### src/rtl/ifetch_prefetch_queue.sv
// Purpose: MIPS-32 instruction-fetch front end with a DEPTH-entry prefetch FIFO of {IR, NPC} pairs.
// Latency: a request in cycle t gives id_valid in cycle t+2; 1 instr/cycle sustained with id_ready high.
// Backpressure: id_valid/id_ready handshake; requests are credit-limited by count+inflight < DEPTH.
// Optional HLT_STOP_EN: a fetched HLT opcode (6'b111111) stops requests until redirect or reset.
module ifetch_prefetch_queue #(
  parameter int          DEPTH    = 4,
  parameter logic [31:0] RESET_PC = 32'd0,
  parameter int          AW       = 10
) (
  input  logic          clk,
  input  logic          rst_n,
  output logic          imem_req,
  output logic [AW-1:0] imem_addr,
  input  logic [31:0]   imem_rdata,
  input  logic          imem_rvalid,
  input  logic          redirect_valid,
  input  logic [31:0]   redirect_pc,
  input  logic          halt,
  output logic          id_valid,
  input  logic          id_ready,
  output logic [31:0]   id_ir,
  output logic [31:0]   id_npc,
  output logic [31:0]   fetch_pc
);

  localparam int PW  = $clog2(DEPTH);
  localparam int CW  = PW + 1;
  localparam int CW1 = CW + 1;
  localparam logic [CW:0] DEPTH_C = CW1'(DEPTH);

  logic [31:0]   fetch_pc_q, fetch_pc_d;
  logic [31:0]   tag_pc_q, tag_pc_d;
  logic          inflight_q, inflight_d;
  logic          drop_q, drop_d;
  logic [CW-1:0] count_q, count_d;
  logic [PW-1:0] rd_ptr_q, rd_ptr_d;
  logic [PW-1:0] wr_ptr_q, wr_ptr_d;
  logic [31:0]   ir_q  [DEPTH];
  logic [31:0]   npc_q [DEPTH];

  logic          push, pop, stop_blk, credit_ok;
  logic [CW:0]   credit_used;

  // Only a response that belongs to the current stream is buffered.
  assign push = imem_rvalid && !drop_q;
  assign pop  = id_valid && id_ready;

`ifdef HLT_STOP_EN
  logic stopped_q, stopped_d;
  logic hlt_hit;
  // The HLT word blocks the request in its own push cycle so nothing past it is fetched.
  assign hlt_hit  = push && (imem_rdata[31:26] == 6'b111111);
  assign stop_blk = stopped_q || hlt_hit;

  // Stop flag: set by a pushed HLT, cleared only by redirect (or reset).
  always_comb begin
    stopped_d = stopped_q;
    if (redirect_valid)  stopped_d = 1'b0;
    else if (hlt_hit)    stopped_d = 1'b1;
  end

  // Stop flag register.
  always_ff @(posedge clk or negedge rst_n) begin
    if (!rst_n) stopped_q <= 1'b0;
    else        stopped_q <= stopped_d;
  end
`else
  assign stop_blk = 1'b0;
`endif

  // Conservative credit: an in-flight word already owns a slot; a same-cycle pop is not counted.
  assign credit_used = {1'b0, count_q} + {{CW{1'b0}}, inflight_q};
  assign credit_ok   = credit_used < DEPTH_C;

  assign imem_req  = rst_n && !halt && !redirect_valid && !stop_blk && credit_ok;
  assign imem_addr = fetch_pc_q[AW-1:0];
  assign fetch_pc  = fetch_pc_q;
  assign id_valid  = (count_q != '0);
  assign id_ir     = ir_q[rd_ptr_q];
  assign id_npc    = npc_q[rd_ptr_q];

  // Next-state for PC, in-flight tracking and FIFO bookkeeping; redirect overrides everything.
  always_comb begin
    fetch_pc_d = fetch_pc_q;
    tag_pc_d   = tag_pc_q;
    inflight_d = inflight_q;
    drop_d     = 1'b0;
    count_d    = count_q;
    rd_ptr_d   = rd_ptr_q;
    wr_ptr_d   = wr_ptr_q;

    if (imem_req) begin
      fetch_pc_d = fetch_pc_q + 32'd1;
      tag_pc_d   = fetch_pc_q;
      inflight_d = 1'b1;
    end else if (imem_rvalid) begin
      inflight_d = 1'b0;
    end

    if (redirect_valid) begin
      fetch_pc_d = redirect_pc;
      drop_d     = inflight_q;
      count_d    = '0;
      rd_ptr_d   = '0;
      wr_ptr_d   = '0;
    end else begin
      if (push) wr_ptr_d = wr_ptr_q + PW'(1);
      if (pop)  rd_ptr_d = rd_ptr_q + PW'(1);
      case ({push, pop})
        2'b10:   count_d = count_q + CW'(1);
        2'b01:   count_d = count_q - CW'(1);
        default: count_d = count_q;
      endcase
    end
  end

  // Control state registers.
  always_ff @(posedge clk or negedge rst_n) begin
    if (!rst_n) begin
      fetch_pc_q <= RESET_PC;
      tag_pc_q   <= RESET_PC;
      inflight_q <= 1'b0;
      drop_q     <= 1'b0;
      count_q    <= '0;
      rd_ptr_q   <= '0;
      wr_ptr_q   <= '0;
    end else begin
      fetch_pc_q <= fetch_pc_d;
      tag_pc_q   <= tag_pc_d;
      inflight_q <= inflight_d;
      drop_q     <= drop_d;
      count_q    <= count_d;
      rd_ptr_q   <= rd_ptr_d;
      wr_ptr_q   <= wr_ptr_d;
    end
  end

  // FIFO storage: write the response word and its NPC at the write pointer.
  always_ff @(posedge clk or negedge rst_n) begin
    if (!rst_n) begin
      for (int i = 0; i < DEPTH; i++) begin
        ir_q[i]  <= 32'd0;
        npc_q[i] <= 32'd0;
      end
    end else if (push) begin
      ir_q[wr_ptr_q]  <= imem_rdata;
      npc_q[wr_ptr_q] <= tag_pc_q + 32'd1;
    end
  end

  // Credit rule makes a push into a full FIFO unreachable.
  a_no_push_full: assert property (@(posedge clk) disable iff (!rst_n)
    !(push && count_q == CW'(DEPTH)));

endmodule

### config.mk
export PLATFORM = sky130hd
export DESIGN_NAME = ifetch_prefetch_queue
export DESIGN_NICKNAME = d
export VERILOG_FILES = /design/src/rtl/ifetch_prefetch_queue.sv
export SDC_FILE = /design/constraint.sdc
export NUM_CORES = 1
export LEC_CHECK = 0
export ABC_AREA = 1
export CAP_MARGIN = 20
export CORE_MARGIN = 1
export CORE_UTILIZATION = 57
export DETAILED_ROUTE_END_ITERATION = 7
export PLACE_DENSITY = 0.88
export SLEW_MARGIN = 20
export SYNTH_ARGS = -nofsm -noshare
export SYNTH_HDL_FRONTEND = slang
export SYNTH_SLANG_ARGS = --single-unit
### constraint.sdc
create_clock -name clk -period 2.3 [get_ports clk]
set_input_delay 0.46 -clock clk [delete_from_list [all_inputs] [get_ports clk]]
set_output_delay 0.46 -clock clk [all_outputs]
set_load 0.02 [all_outputs]
Yosys cells after proc, flatten, opt, wreduce, memory -nomap -nowiden
Index checks and enable logic that the tools add are counted.

word-level totals
  flip-flop bits (word level) = 329
  input port bits = 70

operators by class
  $add $sub $neg = 7
  magnitude comparators = 4
  equality and inequality tests = 2
  multiplexer cells = 21
  bitwise gates (word level) = 2
  reductions and logical operators = 15

operators with widths
  kind                   number
  $bwmux 128             2
  $mux 32                7
  $bmux 32 s2            2
  $add 32x1->32 const B  2
  $demux 32 s2           1
  $mux 2                 4
  $reduce_bool 2->1      4
  $ge 3x3->1 const B     2
  $logic_and 1x1->1      6
  $not 2->3              2
  $pmux 3 s2             1
  $reduce_bool 3->1      2
  $add 2x1->2 const B    2
  $add 3x1->4            1
  $lt 4x3->1 const B     1
  $add 3x1->3 const B    1
  $logic_not 1->1        3
  $lt 3x1->1 const B     1
  $mux 1                 3
  $mux 3                 1
  $sub 3x1->3 const B    1
  $eq 2x1->1 const B     1
  $eq 2x2->1 const B     1

Logic depth before layout (Yosys ltp)
  word-level depth = 6
  depth in mapped cells = 10
  gate-level depth less buffers = 10

Least setup slack after synthesis
No wires, ideal clock.

  path kind = reg2out
  start point = reg rd_ptr_q[0]
  end point = out id_npc[10]
  data arrival time = 1.460 ns
  required time = 1.840 ns
  path slack = 0.380 ns
  cell stages (with the launch flop) = 7
  buffers on the path = 3
  cell sequence = dfrtp_1 > buf_2 > inv_1 > buf_2 > clkbuf_1 > o21ai_0 > o22ai_1

on the way
  cells in the longest elaborated chain, start to end = 4

ends and longest elaborated chain
  item                                        line  source
  start, declared                             36    logic [PW-1:0] rd_ptr_q, rd_ptr_d;
  start signal, assigned                      133   rd_ptr_q <= rd_ptr_d;
  $not 2->3 (implied by the code)             80    assign id_npc = npc_q[rd_ptr_q];
  $bmux 32 s2                                 80
  $mux 32 (implied by the code) (2 in a row)  80
  end, declared                               22    output logic [31:0] id_npc,

Every way passes these cells. The select of a mux whose other input is x is not followed.

Worst setup path in the final report
  start point = reg rd_ptr_q[0]
  end point = out id_ir[3]

on the way
  cells in the longest elaborated chain, start to end = 4

ends and longest elaborated chain
  item                                        line  source
  $not 2->3 (implied by the code)             79    assign id_ir = ir_q[rd_ptr_q];
  $bmux 32 s2                                 79
  $mux 32 (implied by the code) (2 in a row)  79
  end, declared                               21    output logic [31:0] id_ir,

Every way passes these cells. The select of a mux whose other input is x is not followed.

==> reports/qor.txt <==
Status -> complete, but fails checks
Violated checks -> negative setup slack
DRT Pass-1 Iters -> 6
Core ar. -> 27,300 um2
Clk_skew -> 15.0 ps
Die area -> 28,700 um2
Top Usage Layer GRT -> met2
Pre-CTS setup slack -> -148 ps
Chip height -> 169 um
CP Buf/Inv Count -> 3
Final ANT Viol Nets -> 0
# setup viols final -> 17
Final wirelength -> 47,700 um
Worst Setup Start Kind -> flip-flop
Global-route wire length before repair -> 74,300 um
Flops & latches, synth -> 329
Slew margin rel. -> 0.383
Vias -> 15.5k
CTS sink cnt -> 329
Lkg Pwr -> 9.69 nW
Worst-path cell chain -> buf_12 > buf_12 > o21ai_1 > o22ai_1 > buf_4
Clock-pin transition on the worst setup and hold timing paths -> 60 ps
Clk buf depth -> 3
Sequential area share after synthesis -> 0.515
Starting DRT DRC Count -> 1,844
Post-route clock period utilization -> 1.03
Worst EP arrival -> 1900 ps
Root Driver -> clkbuf_16
Post-DP HPWL -> 29,000 um
Maximum vdd drop -> 0.572 mV
CP dominant cell by count -> buf_12
Overall Global Routing Usage -> 0.323
Post-route cell area -> 20,000 um2
DP Cell Count -> 2,568
CP endpoint kind -> output port
Post-route insts no fill -> 2,639
Worst EP required -> 1840 ps
DRC -> 0
Crit path max fanout -> 12
H-tree depth -> 2
Crit path max-delay family -> buffers and inverters
Die width -> 169 um
Final Hold Viols -> 0
Routing usage on met2 -> 0.536
Final worst slack -> -61.0 ps
P per Cell Area -> 1190 nW/um2
Largest net degree at the start of global routing -> 172
Yosys Warn Count -> 0
Met1 Use GR -> 0.430
Fmax -> 424 MHz
Worst Tran Pin Value -> 926 ps
GR Layer Usage met3 -> 0.0452
Syn nets -> 2,160
Cell variety after synth -> 32
Final min period -> 2360 ps
Gpl congestion -> 0.930
Antenna Cells -> 0
RSZ-0062 raised after global routing -> yes
Max-cap violation count -> 0
Starting Density -> 0.587
Setup tns final -> -328 ps
Nets@finish -> 2,320
Avg Inst Size Synth -> 7.68 um2
Cell at the slowest stage of the critical path -> dfrtp_4
Hold Crit Class -> in2async
Port bufs -> 177
Clk_lat worst skew -> 520 ps
Initial antenna violation count -> 0
CP max stage delay -> 490 ps
Setup Crit Path Kind -> reg2out
Total CTS buffers -> 35
Mapped Cells -> 2,083
Vias in the first global route -> 14.9k
Layout cells sized above 1 -> 0.120
Per-cell routed wire length -> 18.1 um
P&R area growth vs syn -> 24.9%
IO Pins -> 178
Vias per Instance -> 5.87
Total global routing overflow -> 0
CTS tree -> done
Slew Viols, Final -> 0
Site Rows -> 60
Pwr Total -> 0.0238 W
DP Area -> 18,400 um2
Synth Cell Area -> 16,000 um2
==> timing repair <==
item,in CTS,in global routing
buffers inserted,0,4
gates cloned,2,4
pin swaps,9,28
setup endpoints to repair,64,55
hold buffers,0,0
resized for setup,287,180
hold endpoints to repair,0,0
==> cells in the mapped netlist (all sizes together) <==
library cell,number,area (um2)
nand3b,4,30.0
xor2,17,179
dfrtp,329,8230
o21bai,1,7.51
nor2,238,968
inv,131,492
o22ai,64,400
nor3,4,20.0
and2,1,6.26
or2,3,18.8
nand3,72,360
nand2,713,2710
o211ai,10,75.1
ha,6,75.1
o21ai,350,1750
a21oi,9,45.0
buf,35,200
clkbuf,86,323
a211oi,1,7.51
nand4,6,52.6
fa,1,20.0
xnor2,2,17.5
==> power by group <==
| part | internal [W] | total [W] | switching [W] |
|---|---|---|---|
| clock | 0.00326 | 0.00559 | 0.00233 |
| sequential | 0.00785 | 0.00951 | 0.00166 |
| combinational | 0.00350 | 0.00872 | 0.00522 |
| total | 0.0146 | 0.0238 | 0.00921 |
==> worst register-to-register path: cells and delay by family (launching register included) <==
family | cells | cell delay (ps)
adder cells (fa/ha/maj) | 1 | 270
flip-flops | 1 | 500
AND/OR/NAND/NOR | 9 | 1110
==> routing by layer <==
metal / wire, um / share of wire
met2: 22600 / 0.47
met3: 5000 / 0.10
met1: 18500 / 0.39
met4: 1680 / 0.035
met5: 0 / 0
==> cells in the final DEF (no fill, tap or decap), types with 13 or more instances in the layout <==
cell type        instances
nand2_1                703
dfrtp_1                328
o21ai_0                274
nor2_1                 211
inv_1                  127
clkdlybuf4s50_1        111
nand3_1                 72
buf_4                   65
o21ai_1                 58
o22ai_1                 44
clkbuf_16               39
buf_12                  24
o22ai_2                 19
nor2_4                  18
o21ai_2                 14
buf_2                   14
buf_6                   14
xor2_1                  13
==> registers in the layout, summed over array words and instances (netlist names) <==
| register | flops |
|---|---|
| inflight_q | 1 |
| tag_pc_q | 32 |
| ir_q | 128 |
| rd_ptr_q | 2 |
| wr_ptr_q | 2 |
| drop_q | 1 |
| fetch_pc | 32 |
| npc_q | 128 |
| count_q | 3 |
==> final timing paths <==
kind,from,endpoint,slack (ps),depth (start not counted)
worst max-delay path,rd_ptr_q[0]$_DFFE_PN0P_,id_ir[3],-60,5
worst max register to register,tag_pc_q[0]$_DFFE_PN0P_,npc_q[26]$_DFFE_PN0P_,330,10
min in group clk,npc_q[94]$_DFFE_PN0P_,npc_q[94]$_DFFE_PN0P_,480,2
max in group asynchronous,rst_n,rd_ptr_q[0]$_DFFE_PN0P_,1380,2
worst min-delay path,rst_n,ir_q[75]$_DFFE_PN0P_,160,2
worst min register to register,npc_q[94]$_DFFE_PN0P_,npc_q[94]$_DFFE_PN0P_,480,2
==> logic make-up after synthesis <==
logic type,Yosys count,share of synthesized area
xor gates and xnor gates,19,0.0123
adders and majority gates,7,0.00595
DFF,329,0.515
buffers and inverters,252,0.0635
AOI/OAI and AO/OA,435,0.143
and+or+nand+nor,1041,0.260
==> per-stage QoR <==
stage                     hold WS, ps  utilization
after CTS                         235        0.715
after detailed placement          460        0.676
after floorplan                   164            -
final                             163        0.733
after global placement            456        0.676
after global routing              257        0.733
==> final cells by class <==
cell class / instances / area, um2
clock buffers: 49 / 998
well taps: 372 / 465
fillers: 1876 / 7270
flip-flops and latches: 329 / 8240
inverters: 131 / 504
clock inverters: 12 / 120
repair buffers: 244 / 2580
multi-input cells: 1502 / 7070
Note: power is estimated with default switching activity, not from simulation.
